File: src/rtl/mem_read_sched_if.sv
// ----------------------------------------------------------------------------
// mem_read_sched_if
//
// Bundles the requester-side and memory-side signals of the shared memory
// read scheduler.
//
//   Req       requester -> sched   per-requester level request
//   ReqAddr   requester -> sched   burst base address, requester i at [i*AW +: AW]
//   Gnt       sched -> requester   one-hot grant, held for the whole burst
//   Done      sched -> requester   one-hot, one-cycle completion pulse
//   DataBuff  sched -> requester   captured line, word k at [k*DW +: DW]
//   Busy      sched -> requester   high whenever the scheduler is not idle
//   Addr      sched -> memory      read address
//   RD        sched -> memory      read strobe
//   DataOut   memory -> sched      read data, valid the cycle after RD
//
// Modports:
//   master  the scheduler itself
//   slave   the surrounding requesters and memory
// ----------------------------------------------------------------------------
interface mem_read_sched_if #(
    parameter int NREQ  = 4,
    parameter int AW    = 16,
    parameter int DW    = 16,
    parameter int BURST = 16
);
    logic [NREQ-1:0]     Req;
    logic [NREQ*AW-1:0]  ReqAddr;
    logic [NREQ-1:0]     Gnt;
    logic [AW-1:0]       Addr;
    logic                RD;
    logic [DW-1:0]       DataOut;
    logic [DW*BURST-1:0] DataBuff;
    logic [NREQ-1:0]     Done;
    logic                Busy;

    modport master (
        input  Req, ReqAddr, DataOut,
        output Gnt, Addr, RD, DataBuff, Done, Busy
    );

    modport slave (
        output Req, ReqAddr, DataOut,
        input  Gnt, Addr, RD, DataBuff, Done, Busy
    );
endinterface

File: src/rtl/mem_read_sched.sv
// ----------------------------------------------------------------------------
// mem_read_sched
//
// Round-robin scheduler sharing one memory read port among NREQ requesters.
// Each winner gets a BURST-word read starting at its ReqAddr; returned words
// are collected into DataBuff and a one-cycle Done pulse tells the winner its
// line is ready.
//
// Ports:
//   Clk   clock, all state updates on the rising edge
//   Rst   asynchronous active-low reset
//   bus   mem_read_sched_if.master (Req/ReqAddr/Gnt/Done/DataBuff/Busy on the
//         requester side, Addr/RD/DataOut on the memory side)
//
// Per transaction (win cycle t): ISSUE t+1..t+16, DRAIN t+17, DONE t+18,
// back in IDLE at t+19.
// ----------------------------------------------------------------------------
module mem_read_sched #(
    parameter int NREQ  = 4,
    parameter int AW    = 16,
    parameter int DW    = 16,
    parameter int BURST = 16
) (
    input  logic              Clk,
    input  logic              Rst,
    mem_read_sched_if.master  bus
);
    localparam int IW = (NREQ > 1) ? $clog2(NREQ) : 1;
    // One extra bit so k can reach BURST; the DRAIN capture then uses k-1.
    localparam int KW = $clog2(BURST) + 1;

    typedef enum logic [1:0] {
        IDLE,
        ISSUE,
        DRAIN,
        DONE
    } state_t;

    state_t          state_reg;
    logic [IW-1:0]   ptr_reg;
    logic [KW-1:0]   k_reg;
    logic [AW-1:0]   addr_reg;
    logic            rd_reg;
    logic            rd_d_reg;
    logic            busy_reg;
    logic [NREQ-1:0] gnt_reg;
    logic [NREQ-1:0] done_reg;

    // ------------------------------------------------------------------
    // Round-robin search: scan from ptr upward with wrap, first hit wins.
    // ------------------------------------------------------------------
    logic            hit_next;
    logic [IW-1:0]   win_next;
    logic [IW-1:0]   ptr_next;
    int              idx_c;

    always_comb begin
        hit_next = 1'b0;
        win_next = '0;
        idx_c    = 0;
        for (int j = 0; j < NREQ; j++) begin
            idx_c = int'(ptr_reg) + j;
            if (idx_c >= NREQ) begin
                idx_c = idx_c - NREQ;
            end
            if (!hit_next && bus.Req[idx_c]) begin
                hit_next = 1'b1;
                win_next = IW'(idx_c);
            end
        end
    end

    assign ptr_next = (win_next == IW'(NREQ - 1)) ? '0 : win_next + IW'(1);

    // ------------------------------------------------------------------
    // Control FSM; every output is registered.
    // ------------------------------------------------------------------
    always_ff @(posedge Clk or negedge Rst) begin
        if (!Rst) begin
            state_reg <= IDLE;
            ptr_reg   <= '0;
            k_reg     <= '0;
            addr_reg  <= '0;
            rd_reg    <= 1'b0;
            rd_d_reg  <= 1'b0;
            busy_reg  <= 1'b0;
            gnt_reg   <= '0;
            done_reg  <= '0;
        end else begin
            done_reg <= '0;
            rd_d_reg <= rd_reg;
            case (state_reg)
                IDLE: begin
                    if (hit_next) begin
                        // ReqAddr is sampled only here, in the win cycle.
                        addr_reg  <= bus.ReqAddr[int'(win_next)*AW +: AW];
                        gnt_reg   <= NREQ'(1) << win_next;
                        ptr_reg   <= ptr_next;
                        k_reg     <= '0;
                        rd_reg    <= 1'b1;
                        busy_reg  <= 1'b1;
                        state_reg <= ISSUE;
                    end
                end
                ISSUE: begin
                    k_reg <= k_reg + KW'(1);
                    if (k_reg == KW'(BURST - 1)) begin
                        // Addr keeps the last issued address outside ISSUE.
                        rd_reg    <= 1'b0;
                        state_reg <= DRAIN;
                    end else begin
                        addr_reg <= addr_reg + AW'(1);
                    end
                end
                DRAIN: begin
                    // The grant is one-hot on the winner, so it doubles as
                    // the Done pattern.
                    done_reg  <= gnt_reg;
                    state_reg <= DONE;
                end
                DONE: begin
                    gnt_reg   <= '0;
                    busy_reg  <= 1'b0;
                    state_reg <= IDLE;
                end
                default: begin
                    state_reg <= IDLE;
                end
            endcase
        end
    end

    // ------------------------------------------------------------------
    // Line capture. Data for the address issued in cycle c arrives in c+1,
    // when k has already advanced, so the target slot is k-1.
    // ------------------------------------------------------------------
    logic [KW-1:0] cap_slot;
    assign cap_slot = k_reg - KW'(1);

    for (genvar gi = 0; gi < BURST; gi++) begin : g_word
        logic [DW-1:0] word_reg;

        always_ff @(posedge Clk or negedge Rst) begin
            if (!Rst) begin
                word_reg <= '0;
            end else if (rd_d_reg && (cap_slot == KW'(gi))) begin
                word_reg <= bus.DataOut;
            end
        end

        assign bus.DataBuff[gi*DW +: DW] = word_reg;
    end

    assign bus.Gnt  = gnt_reg;
    assign bus.Done = done_reg;
    assign bus.Addr = addr_reg;
    assign bus.RD   = rd_reg;
    assign bus.Busy = busy_reg;

endmodule

File: src/flat_wrapper.sv
// flat-port wrapper written by rule: the top's interface ports become plain ports
module mem_read_sched_flat 
#(
    parameter int NREQ  = 4,
    parameter int AW    = 16,
    parameter int DW    = 16,
    parameter int BURST = 16
)
  (Clk, Rst, bus_Req, bus_ReqAddr, bus_DataOut, bus_Gnt, bus_Addr, bus_RD, bus_DataBuff, bus_Done, bus_Busy);
  mem_read_sched_if #(.NREQ(NREQ), .AW(AW), .DW(DW), .BURST(BURST)) bus_i ();
  input  logic Clk;
  input  logic Rst;
  input wire logic [$bits(bus_i.Req)-1:0] bus_Req;
  input wire logic [$bits(bus_i.ReqAddr)-1:0] bus_ReqAddr;
  input wire logic [$bits(bus_i.DataOut)-1:0] bus_DataOut;
  output wire logic [$bits(bus_i.Gnt)-1:0] bus_Gnt;
  output wire logic [$bits(bus_i.Addr)-1:0] bus_Addr;
  output wire logic [$bits(bus_i.RD)-1:0] bus_RD;
  output wire logic [$bits(bus_i.DataBuff)-1:0] bus_DataBuff;
  output wire logic [$bits(bus_i.Done)-1:0] bus_Done;
  output wire logic [$bits(bus_i.Busy)-1:0] bus_Busy;
  assign bus_i.Req = bus_Req;
  assign bus_i.ReqAddr = bus_ReqAddr;
  assign bus_i.DataOut = bus_DataOut;
  assign bus_Gnt = bus_i.Gnt;
  assign bus_Addr = bus_i.Addr;
  assign bus_RD = bus_i.RD;
  assign bus_DataBuff = bus_i.DataBuff;
  assign bus_Done = bus_i.Done;
  assign bus_Busy = bus_i.Busy;
  mem_read_sched #(.NREQ(NREQ), .AW(AW), .DW(DW), .BURST(BURST)) u_core (.Clk(Clk), .Rst(Rst), .bus(bus_i));
endmodule
File: config.mk
export PLATFORM = sky130hd
export DESIGN_NAME = mem_read_sched_flat
export DESIGN_NICKNAME = d
export VERILOG_FILES = /design/src/rtl/mem_read_sched_if.sv /design/src/rtl/mem_read_sched.sv /design/src/flat_wrapper.sv
export SDC_FILE = /design/constraint.sdc
export NUM_CORES = 1
export LEC_CHECK = 0
export CAP_MARGIN = 20
export CORE_MARGIN = 4
export CORE_UTILIZATION = 48
export DETAILED_ROUTE_END_ITERATION = 12
export PLACE_DENSITY = 0.9
export SYNTH_ARGS = -nofsm -noshare
export SYNTH_HDL_FRONTEND = slang
export SYNTH_SLANG_ARGS = --single-unit
File: constraint.sdc
create_clock -name Clk -period 3 [get_ports Clk]
set_input_delay 0.6 -clock Clk [delete_from_list [all_inputs] [get_ports Clk]]
set_output_delay 0.6 -clock Clk [all_outputs]
set_load 0.05 [all_outputs]
==> results.md <==
* Vias in the first global route at 9451
* Gr usage total at 25.1%
* Area growth, synth to finish at 37.9%
* Share of cells above drive strength 1 at a little over a quarter
* # setup viols final at 0
* Number of buffers created by CTS at 28
* Clock Skews at between 10 and 15 ps
* Worst min path class: reg2reg
* Syn_area_per_cell at 14.0 µm²
* Starting Density at between 40% and 50%
* # rows at slightly below 60
* Setup crit end kind: flop
* MaxCap Viol Count at 0
* FFs w/ async S/R, synth at 100%
* Slew headroom at between 30% and 40%
* Crit path kind: reg2reg
* Port Buffers at about 370
* Final HPWL DP at 26.6 mm
* Endpoints failing hold at 0
* Synth warn at 0
* CTS tree: done
* RSZ-0062 raised after global routing: false
* Die Span X at ~170 µm
* # IOs at ~370
* Clock buffer depth at 3
* Postcts setup bufs at 0
* Routed vias/inst at about 5.5
* Worst-path clk slew at ~70 ps
* Max reg flops at roughly 260
* Mapped Nets at approximately 1000
* Core area at between 20000 and 30000 µm²
* Die area at 28900 µm²
* Post-synth EDFFs at 0
* First-pass GRT wire length at between 50 and 60 mm
* TNS Setup at 0 ps
* Fillers at about 1800
* Count of pins over their slew limit at 0
* Mapped Cells at around 900
* Fmax at between 300 and 400 MHz
* DRC at 0
* Antenna violations before repair at 0
* Pre-antenna DRT Iters at 5
* GRT overflow at 0
* Diodes inserted at 0
* Most frequent cells in the layout: 366 x clkdlybuf4s50_1, 292 x dfrtp_1, 249 x mux2_2
* Root Buffer: clkbuf_16
* Fin crit period at ~2800 ps
* Primary FF master, synth: dfrtp_1
* Synthesized area at 12600 µm²
* Largest net degree at the start of global routing at 75
* Post-synth cell types at 49
* DRT iter0 DRCs at 564
* Final RePlAce weighted congestion at 0.891
* Actual slew at the worst max-slew pin at between 900 and 1000 ps
* H-tree Lvls at 1
* CP startpoint kind: flop
* Crit Path Max Fanout at 16
* Period utilization at 94.3%
* Drt total wl at roughly 37 mm
* Worst-skew pair later-pin latency at approximately 540 ps
* Die height at roughly 170 µm
* Seq cells post-synth at roughly 290
* Final nets at between 1000 and 1500
* Most common cell after layout, fill and taps aside: clkdlybuf4s50_1
* Via Count at between 8000 and 9000
* Seq/Total Area, Yosys at around 58%
* Post-DRT Antenna Nets at 0
* Routed wire per std cell at about 23 µm
* CP Data Arrival Time at between 3000 and 4000 ps
* Critical path data required time at about 3400 ps
* Sink Count at 292
* Status: finished, final reports clean
[timing repair]
item                                    in CTS  in global routing
hold buffers                                 1                  0
endpoints found under the setup margin       0                 57
resized for setup                            0                  5
endpoints found under the hold margin       46                  0
[cell usage after synthesis (all sizes together), types with 2 or more instances]
library cell    n  area [µm²]
mux2i          28         280
and2            7        43.8
a22o            3        26.3
buf            41         387
ha             18         225
nand4           2        12.5
or2            13        81.3
xnor2           2        17.5
o2bb2ai         4        35.0
o21a            3        22.5
nand2          37         139
nor3            6        30.0
mux2          263        3010
and4            2        17.5
nand3b          2        15.0
dfrtp         292        7310
o22ai           4        25.0
a31oi           7        43.8
and3            4        25.0
o221a           2        22.5
nand3          26         150
o21ai          21         109
clkbuf         21        78.8
a211oi          6        45.0
nor2           28         105
a21oi          24         120
inv            13        48.8
nor2b           7        43.8
o211a           3        30.0
[critical path, cell delays in order, from the launching register on]
cell and delay (ps):
dfrtp_1 480, inv_1 120, ha_1 240, nor3b_4 160, xnor2_1 130, and2_1 260, nand2_1 150, or2_1 730
mux2_2 430
[logic make-up after synthesis]
kind of cell    share of synthesized area (%)
xor+xnor                                0.139
flops                                    57.9
simple gates                             5.63
mux                                      26.1
compound gates                           4.35
fa+ha+maj                                1.79
buf+inv                                  4.11
[metrics by stage]
stage / util, % / setup slack (ps) / hold WS, ps / std cells / instance area [µm²]
finish: 66.9 / 172 / 444 / 1609 / 17400
global route: 66.9 / 13.8 / 455 / 1609 / 17400
CTS: 66.9 / 103 / 436 / 1609 / 17400
detailed placement: 63.2 / 125 / 419 / 1556 / 16400
global placement: 63.2 / 253 / 410 / 1556 / 16400
floorplan: - / 661 / 304 / 901 / 12600
[worst paths after layout]
kind | start | to | cells past startpoint | slack (ps)
max | u_core.k_reg[0] | u_core.g_word[15].word_reg[7] | 8 | 170
min | u_core.bus.RD | u_core.rd_d_reg | 0 | 440
max reg2reg | u_core.k_reg[0] | u_core.g_word[15].word_reg[7] | 8 | 170
min reg2reg | u_core.bus.RD | u_core.rd_d_reg | 0 | 440
max in group asynchronous | Rst | u_core.g_word[8].word_reg[15] | 3 | 1570
min in group asynchronous | Rst | u_core.g_word[1].word_reg[11] | 2 | 610
[metal layers]
layer  part of all wire (%)  global-route usage [%]  up-vias
met4                    3.4                    8.30        0
li1                       -                       -     3884
met1                     37                    28.7     4548
met2                     52                    46.1      397
met3                    7.8                    5.85       81
met5                      0                       0        -
[layout make-up]
class	count	area, µm²	area share (%)
clock buffers	40	827	4.76
clock inverters	12	138	0.792
inverters	14	52.6	0.302
multi-input cells	533	4790	27.6
flip-flops and latches	292	7310	42.0
well taps	335	419	2.41
repair buffers	383	3850	22.2
Power is not shown: default switching activity piles up to over one toggle a cycle in this logic, so the estimate is an artifact.
